$ cat config.mk
export PLATFORM = sky130hd
export DESIGN_NAME = gsm_cmd_issuer
export DESIGN_NICKNAME = d
export VERILOG_FILES = /design/src/rtl/gsm_cmd_issuer.sv
export SDC_FILE = /design/constraint.sdc
export NUM_CORES = 1
export LEC_CHECK = 0
export CORE_MARGIN = 8
export CORE_UTILIZATION = 49
export DETAILED_ROUTE_END_ITERATION = 10
export GPL_TIMING_DRIVEN = 1
export HOLD_SLACK_MARGIN = 0.02
export MAX_ROUTING_LAYER = met4
export PLACE_DENSITY_LB_ADDON = 0.3
export SYNTH_ARGS = -nofsm -noshare
export SYNTH_HDL_FRONTEND = slang
export SYNTH_SLANG_ARGS = --single-unit
$ cat constraint.sdc
create_clock -name clk_1mhz -period 2.56 [get_ports clk_1mhz]
set_input_delay 0.64 -clock clk_1mhz [delete_from_list [all_inputs] [get_ports clk_1mhz]]
set_output_delay 0.64 -clock clk_1mhz [all_outputs]
set_load 0.005 [all_outputs]
$ cat src/rtl/gsm_cmd_issuer.sv
// gsm_cmd_issuer: queues gameplay command codes and issues them one at a
// time to the game-state manager over a level-held trig/done handshake.
module gsm_cmd_issuer #(
  parameter int FIFO_DEPTH     = 4,
  parameter int TIMEOUT_CYCLES = 64,
  parameter int GAP_CYCLES     = 3
) (
  input  logic                          clk_1mhz,
  input  logic                          rst,
  input  logic                          cmd_valid,
  input  logic [3:0]                    cmd_code,
  output logic                          cmd_ready,
  input  logic                          done,
  output logic [3:0]                    flag,
  output logic                          trig,
  output logic                          busy,
  output logic [$clog2(FIFO_DEPTH):0]   fifo_level,
  output logic                          err_timeout,
  input  logic                          err_clr,
  output logic [7:0]                    drop_cnt
);

  localparam int AW = $clog2(FIFO_DEPTH);
  localparam int LW = AW + 1;
  localparam int TW = $clog2(TIMEOUT_CYCLES);
  localparam int GW = $clog2(GAP_CYCLES + 1);

  typedef enum logic [1:0] {
    S_IDLE,
    S_LOAD,
    S_ISSUE,
    S_RELEASE
  } state_t;

  state_t         r_state;
  logic [3:0]     r_mem [FIFO_DEPTH];
  logic [AW-1:0]  r_wptr;
  logic [AW-1:0]  r_rptr;
  logic [LW-1:0]  r_level;
  logic [3:0]     r_flag;
  logic           r_trig;
  logic [TW-1:0]  r_tcnt;
  logic [GW-1:0]  r_gcnt;
  logic           r_err;
  logic [7:0]     r_drop;

  logic w_full;
  logic w_empty;
  logic w_nz;
  logic w_push;
  logic w_pop;
  logic w_drop;
  logic w_tmo;

  assign w_full  = (r_level == LW'(FIFO_DEPTH));
  assign w_empty = (r_level == '0);
  assign w_nz    = (cmd_code != 4'd0);
  assign w_push  = cmd_valid & ~w_full & w_nz;
  assign w_drop  = cmd_valid & w_full & w_nz;
  // Pop only when idle and the manager has fully released done.
  assign w_pop   = (r_state == S_IDLE) & ~w_empty & ~done;
  assign w_tmo   = (r_state == S_ISSUE) & ~done &
                   (r_tcnt == TW'(TIMEOUT_CYCLES - 1));

  assign cmd_ready  = ~w_full;
  assign fifo_level = r_level;
  assign busy       = (r_state != S_IDLE) | ~w_empty;
  assign flag       = r_flag;
  assign trig       = r_trig;
  assign err_timeout = r_err;
  assign drop_cnt   = r_drop;

  // Command storage; contents need no reset since level gates every read.
  always_ff @(posedge clk_1mhz) begin
    if (w_push) r_mem[r_wptr] <= cmd_code;
  end

  // FIFO pointers and occupancy; pointers wrap naturally at 2^AW.
  always_ff @(posedge clk_1mhz) begin
    if (rst) begin
      r_wptr  <= '0;
      r_rptr  <= '0;
      r_level <= '0;
    end else begin
      if (w_push) r_wptr <= r_wptr + 1'b1;
      if (w_pop)  r_rptr <= r_rptr + 1'b1;
      unique case ({w_push, w_pop})
        2'b10:   r_level <= r_level + 1'b1;
        2'b01:   r_level <= r_level - 1'b1;
        default: r_level <= r_level;
      endcase
    end
  end

  // Sticky timeout error (set beats clear) and saturating drop counter.
  always_ff @(posedge clk_1mhz) begin
    if (rst) begin
      r_err  <= 1'b0;
      r_drop <= '0;
    end else begin
      if (w_tmo)        r_err <= 1'b1;
      else if (err_clr) r_err <= 1'b0;
      if (w_drop && r_drop != 8'hFF) r_drop <= r_drop + 8'd1;
    end
  end

  // Handshake FSM: load flag, raise trig, wait ack/timeout, enforce low gap.
  always_ff @(posedge clk_1mhz) begin
    if (rst) begin
      r_state <= S_IDLE;
      r_flag  <= '0;
      r_trig  <= 1'b0;
      r_tcnt  <= '0;
      r_gcnt  <= '0;
    end else begin
      unique case (r_state)
        S_IDLE: begin
          if (w_pop) begin
            r_flag  <= r_mem[r_rptr];
            r_state <= S_LOAD;
          end
        end
        S_LOAD: begin
          if (!done) begin
            r_trig  <= 1'b1;
            r_tcnt  <= '0;
            r_state <= S_ISSUE;
          end
        end
        S_ISSUE: begin
          if (done || w_tmo) begin
            r_trig  <= 1'b0;
            r_gcnt  <= '0;
            r_state <= S_RELEASE;
          end else begin
            r_tcnt <= r_tcnt + 1'b1;
          end
        end
        S_RELEASE: begin
          if (done) begin
            r_gcnt <= '0;
          end else if (r_gcnt == GW'(GAP_CYCLES - 1)) begin
            r_state <= S_IDLE;
          end else begin
            r_gcnt <= r_gcnt + 1'b1;
          end
        end
        default: r_state <= S_IDLE;
      endcase
    end
  end

endmodule

==> flow_metrics.tcl, run 1 <==
set metrics [dict create \
    whs_path_depth 2 \
    rows 24 \
    postCtsSetupRepairBufs 0 \
    startpoint "cmd_code[3]" \
    ir_drop_mv 0.654 \
    clk_latency_ns 0.29 \
    grt_overflow_total 0 \
    ys_ff_latch 47 \
    reg2reg_depth 9 \
    synth_top_area_share_pct 27.4 \
    yosysTopAreaCell "dfxtp_1" \
    die_w_um 84.0 \
    synth_cell_type_count 52 \
    synthTopCellsByCount "dfxtp_1, nor2_1, a21oi_1, edfxtp_1" \
    arrival_ns 2.73 \
    num_antenna_cells 0 \
    min_period_ns 2.49 \
    hold_path_class "reg2reg" \
    critPathMaxFanout 2 \
    r2r-end "fifo_level[2]" \
    final_util_pct 62.3 \
    grt_pass1_wl_um 7510 \
    synthCells 214 \
    dieArea_sq_mm 0.00705 \
    syn-cell-area_sq_mm 0.00226 \
    slowest_delay_ns 0.42 \
    yosys.cell_count.top_type "dfxtp_1" \
    pwr-share-clk_pct 20.4 \
    cts_max_path_buffers 2 \
    max_slew_margin_pct 56.4 \
    syn2layout_area_growth_pct 21.6 \
    yosysWarnings 0 \
    post-route-period-util_pct 97.4 \
    p_leak_nw 0.945 \
    synth_nets 236 \
    ctsHoldBuffers 0 \
    outcome "finished, final reports clean" \
    critPathKind "in2reg" \
    numCtsBuffers 5 \
    n_fill_cell 354 \
    pin_count 28 \
    wl_um 4340 \
    syn_area_per_cell_sq_um 10.6 \
    drive_above_1_share_pct 12.4 \
    core_sq_mm 0.00441 \
    die_y_um 84.0 \
    crit_path_top_delay_cell "clkdlybuf4s50_1" \
    cts.sinks 47 \
    skew_ns 0.00417 \
    grt.total_usage_pct 12.9 \
    clk_pin_slew_ns 0.09 \
    fmax_mhz 401 \
    antenna_found_initial 0 \
    cp-start-kind "primary input" \
    cellPowerDensity_mw_per_mm2 807 \
    dr.pass1.iters 4 \
    pwr-share-seq_pct 44.0 \
    grt_start_max_net_pins 29 \
    finalHoldViolCount 0 \
    synth_area_leaders "dfxtp_1, edfxtp_1, ha_1" \
    setup_viol 0 \
    crit_chain "clkdlybuf4s50_1 > o41a_1 > nor2b_4 > inv_2 > ha_4 > inv_1 > fa_2 > xor2_1 > or3_1 > a21oi_1" \
    cap_violations 0 \
    power.switching_uw 724 \
    place.gp.congestion 0.765 \
    wl_per_cell_um 14.4 \
    r2r_start "r_state[1]" \
    initialDrtViolationCount 38 \
    crit_required_ns 2.79 \
    hp-start "r_gcnt[1]" \
    tritoncts "built" \
    ys_seq_area_share_pct 48.6 \
    ant_nets 0 \
    end_kind "flop" \
    htree_levels 2 \
    drc_errors 0 \
    synth_enable_flop_cells 16 \
    switching_share_pct 32.6 \
    nets 271 \
    via_per_inst 5.40 \
    io_buffer_count 27 \
    clockRootBuffer "clkbuf_8" \
    p_comb_share_pct 35.6 \
    fin_tns_setup_ns 0 \
    hold_path_end "r_gcnt[1]" \
    synthFlopType "dfxtp_1" \
    p_int_mw 1.50 \
    start_util_pct 51.3 \
    final_max_slew_viol_count 0 \
    synthArstFlopShare_pct 0 \
    worst-r2r-setup-slack_ns 0.33 \
    vias 1630 \
    grt_pass1_vias 1644 \
    dp_hpwl_um 3230 \
    worstMarginPinSlew_ns 0.651 \
    rsz0062_at_grt "false" \
]
## power by group through the flow
stage          Combinational [mW]  Clock, mW  Sequential [mW]
3_5_place_dp                0.790          0            0.994
2_1_floorplan               0.531          0            0.960
3_3_place_gp                0.767          0            0.992
6_report                    0.791      0.453            0.977
4_1_cts                     0.796      0.471            0.979
5_1_grt                     0.872      0.506            0.993
## what timing repair did
item / CTS / global route
pin swaps: 2 / 2
gates resized for setup: 4 / 1
setup endpoints to repair: 1 / 1
endpoints found under the hold margin: 0 / 0
## worst max-delay path by stage
stage | endpoint | slack (ns)
6_report | fifo_level[2] | 0.07
3_5_place_dp | fifo_level[2] | -0.38
2_1_floorplan | fifo_level[2] | 0.006
3_3_place_gp | fifo_level[2] | -0.33
5_1_grt | fifo_level[2] | 0.001
4_1_cts | fifo_level[2] | 0.002
## kinds of logic after synthesis
family / after synthesis / synth area share [%]
flip-flops: 47 / 48.6
buffers and inverters: 23 / 3.98
multiplexers: 11 / 7.08
XOR/XNOR: 8 / 3.10
AO/OA/AOI/OAI: 44 / 12.5
adder cells (fa/ha/maj): 13 / 7.52
AND/OR/NAND/NOR: 68 / 17.2
## state kept, by name (all words and copies together) (netlist names)
| register | cells |
|---|---|
| r_state | 2 |
| r_gcnt | 2 |
| flag | 4 |
| r_wptr | 2 |
| r_mem | 16 |
| r_rptr | 2 |
| drop_cnt | 8 |
| trig | 1 |
| fifo_level | 3 |
| err_timeout | 1 |
| r_tcnt | 6 |
## cell usage in the layout (no fill, tap or decap), types with 5 or more instances in the layout
master and count:
nand3_1 5, dfxtp_1 31, mux2i_1 7, nand2_1 6, clkbuf_8 5, xnor2_1 5, edfxtp_1 16, clkdlybuf4s50_1 24
buf_4 10, a21oi_1 16, or3_1 6, o21ai_0 6, and2_1 5, ha_1 11, nor2_1 19, inv_1 12
## cell type report
cell class	count	area [sq um]	share of cell area [%]
clock inverters	3	23.8	0.864
inverters	14	52.6	1.91
well taps	52	65.1	2.36
multi-input cells	144	1090	39.8
clock buffers	5	68.8	2.50
repair buffers	37	345	12.6
flip-flops and latches	47	1100	40.0
## layer usage
metal | share of wire (%) | vias up | track usage, %
met2 | 51 | 22 | 21.0
li1 | - | 849 | -
met4 | 0.58 | 0 | 4.24
met3 | 2.7 | 2 | 3.52
met5 | 0 | - | -
met1 | 46 | 757 | 15.1
## per-stage QoR
step	cell area (sq um)	hold WS (ns)	power, mW	instances	setup slack (ns)
5_1_grt	2750	0.515	2.37	302	0.00112
2_1_floorplan	2280	0.453	1.49	214	0.00576
6_report	2750	0.481	2.22	302	0.0664
3_5_place_dp	2650	0.474	1.78	294	-0.381
3_3_place_gp	2650	0.462	1.76	294	-0.329
4_1_cts	2750	0.487	2.25	302	0.00173
## critical path: cells and delay by family
| kind | cells | cell delay, ns |
|---|---|---|
| buf+inv | 3 | 0.55 |
| xor+xnor | 1 | 0.16 |
| fa+ha+maj | 2 | 0.46 |
| compound gates | 2 | 0.47 |
| simple gates | 2 | 0.45 |
No activity file was read; power rests on OpenSTA's default activity.
==> inputs of run 2 (changes only) <==
CORE_UTILIZATION = 50   (was 49)
CTS_BUF_LIST = sky130_fd_sc_hd__clkbuf_8   (was not set)
==> run 2 against run 1 <==
Net effect:
- clock power rose by 18%
- die area shrank 1.6%
- cell count is the same
- sequential share of layout area fell by 0.20 points
- critical path type unchanged
- non-clock buffer count unchanged
- largest cell class unchanged
- sequential power is 0.4% higher
- clock skew barely moved
- flip-flop and latch count stayed put
- critical path depth unchanged
- hold slack lost 0.0026 ns
- combinational power increased by 1%
- wire length is 0.60% lower
==> flow_metrics.tcl, run 2 (synthesis gave the netlist of run 1 again) <==
set metrics [dict create \
    outcome "finished, final reports clean" \
    skew_ns 0.00388 \
    start_util_pct 52.0 \
    p_leak_nw 0.951 \
    die_w_um 83.3 \
    antenna_found_initial 0 \
    crit_required_ns 2.80 \
    hold_path_class "reg2reg" \
    wl_per_cell_um 14.3 \
    grt_pass1_wl_um 7470 \
    ir_drop_mv 0.480 \
    tritoncts "built" \
    clk_latency_ns 0.30 \
    place.gp.congestion 0.799 \
    htree_levels 2 \
    ant_nets 0 \
    dieArea_sq_mm 0.00694 \
    postLayoutSetupSlackWorst_ns 0.0804 \
    clk_pin_slew_ns 0.09 \
    pin_count 28 \
    cp-start-kind "primary input" \
    grt_overflow_total 0 \
    largest_reg_flops 16 \
    ctsHoldBuffers 0 \
    finalHoldViolCount 0 \
    rows 24 \
    num_antenna_cells 0 \
    critPathKind "in2reg" \
    dr.pass1.iters 4 \
    dp_hpwl_um 3200 \
    hold_path_end "err_timeout" \
    crit_chain "dlygate4sd2_1 > o41a_1 > nor2b_4 > inv_2 > ha_4 > inv_1 > fa_2 > xor2_1 > or3_1 > a21oi_2" \
    cap_violations 0 \
    grt_pass1_vias 1590 \
    end_kind "flop" \
    dp.cells 294 \
    io_buffer_count 27 \
    rsz0062_at_grt "false" \
    core_sq_mm 0.00435 \
    drc_errors 0 \
    fin_tns_setup_ns 0 \
    post-route-period-util_pct 96.9 \
    numCtsBuffers 5 \
    min_period_ns 2.48 \
    worstMarginPinSlew_ns 0.615 \
    syn2layout_area_growth_pct 22.2 \
    via_per_inst 5.46 \
    arrival_ns 2.72 \
    layout_common_cells "dfxtp_1, clkdlybuf4s50_1, nor2_1" \
    cts_max_path_buffers 2 \
    grt.total_usage_pct 13.0 \
    cellPowerDensity_mw_per_mm2 838 \
    setup_viol 0 \
    cts.sinks 47 \
    reg2reg_depth 9 \
    whs_path_depth 2 \
    r2r-end "fifo_level[2]" \
    die_y_um 83.3 \
    initialDrtViolationCount 60 \
    vias 1650 \
    n_fill_cell 356 \
    wl_um 4310 \
    final_common_cell "dfxtp_1" \
    nets 271 \
    max_slew_margin_pct 58.8 \
    final_max_slew_viol_count 0 \
    instances_no_fill 302 \
    slowest_delay_ns 0.46 \
    place_ws_ns -0.421 \
    largest-register "r_mem" \
    r2r_start "r_state[1]" \
    hp-start "err_timeout" \
    grt_start_max_net_pins 29 \
    fmax_mhz 403 \
    drive_above_1_share_pct 12.4 \
    clockRootBuffer "clkbuf_8" \
    critPathMaxFanout 2 \
    worst-r2r-setup-slack_ns 0.27 \
    crit_path_top_delay_cell "o41a_1" \
]
## run 2: cell count changes in the layout (fill, tap and decap cells not counted), sizes merged
cell           before  now
clkinv              0    2
clkinvlp            2    0
dlygate4sd2         2    4
bufinv              0    1
clkdlybuf4s50      24   23
dlymetal6s2s        1    0
inv                15   14
## run 2: cell type report
type / count / area [sq um] / area share, %
clock buffer: 5 / 68.8 / 2.49
clock inverter: 3 / 38.8 / 1.40
inverter: 14 / 52.6 / 1.90
multi-input combinational: 144 / 1100 / 39.7
sequential: 47 / 1100 / 39.8
tap: 52 / 65.1 / 2.35
timing repair buffer: 37 / 340 / 12.3
## run 2: stage by stage
| step | cell area [sq um] | hold slack (ns) | total power [mW] | util [%] |
|---|---|---|---|---|
| 2_1_floorplan | 2280 | 0.453 | 1.49 | - |
| 3_3_place_gp | 2650 | 0.461 | 1.76 | 60.9 |
| 3_5_place_dp | 2650 | 0.462 | 1.79 | 60.9 |
| 6_report | 2770 | 0.478 | 2.32 | 63.5 |
| 5_1_grt | 2770 | 0.503 | 2.46 | 63.5 |
| 4_1_cts | 2760 | 0.476 | 2.33 | 63.4 |
## run 2: what timing repair did
action / in CTS / in global routing
resized for setup: 6 / 1
pin swaps: 4 / 3
buffers inserted: 0 / 0
setup endpoints to repair: 1 / 1
## run 2: routing by layer
metal	up-vias	routed length (um)	track usage [%]
met5	-	0	-
met4	0	25	3.83
met3	2	143	3.52
met2	25	2110	21.1
met1	778	2040	15.2
li1	845	-	-
## run 2: worst max path at each step
stage | startpoint | to | depth (start not counted)
6_report | cmd_code[2] | fifo_level[2] | 10
5_1_grt | cmd_code[2] | fifo_level[2] | 10
4_1_cts | cmd_code[1] | fifo_level[2] | 10
3_5_place_dp | cmd_code[2] | fifo_level[2] | 10
3_3_place_gp | cmd_code[2] | fifo_level[2] | 10
2_1_floorplan | cmd_code[2] | fifo_level[2] | 10
## run 2: power breakdown
part	switching [mW]	total, mW	internal, mW
logic	0.370	0.799	0.429
registers	0.108	0.981	0.874
clock network	0.249	0.536	0.286
total	0.727	2.32	1.59
## run 2: critical path, delay by kind of cell
family	cells	cell delay, ns
and+or+nand+nor	2	0.49
AOI/OAI and AO/OA	2	0.58
buffers and inverters	3	0.36
adders and majority gates	2	0.45
xor gates and xnor gates	1	0.19
==> inputs of run 3 (changes only) <==
ABC_CLOCK_PERIOD_IN_PS = 2560   (was not set)
==> results of run 3 <==
Same layout as run 2: the final DEF is identical, and so are final timing and power.
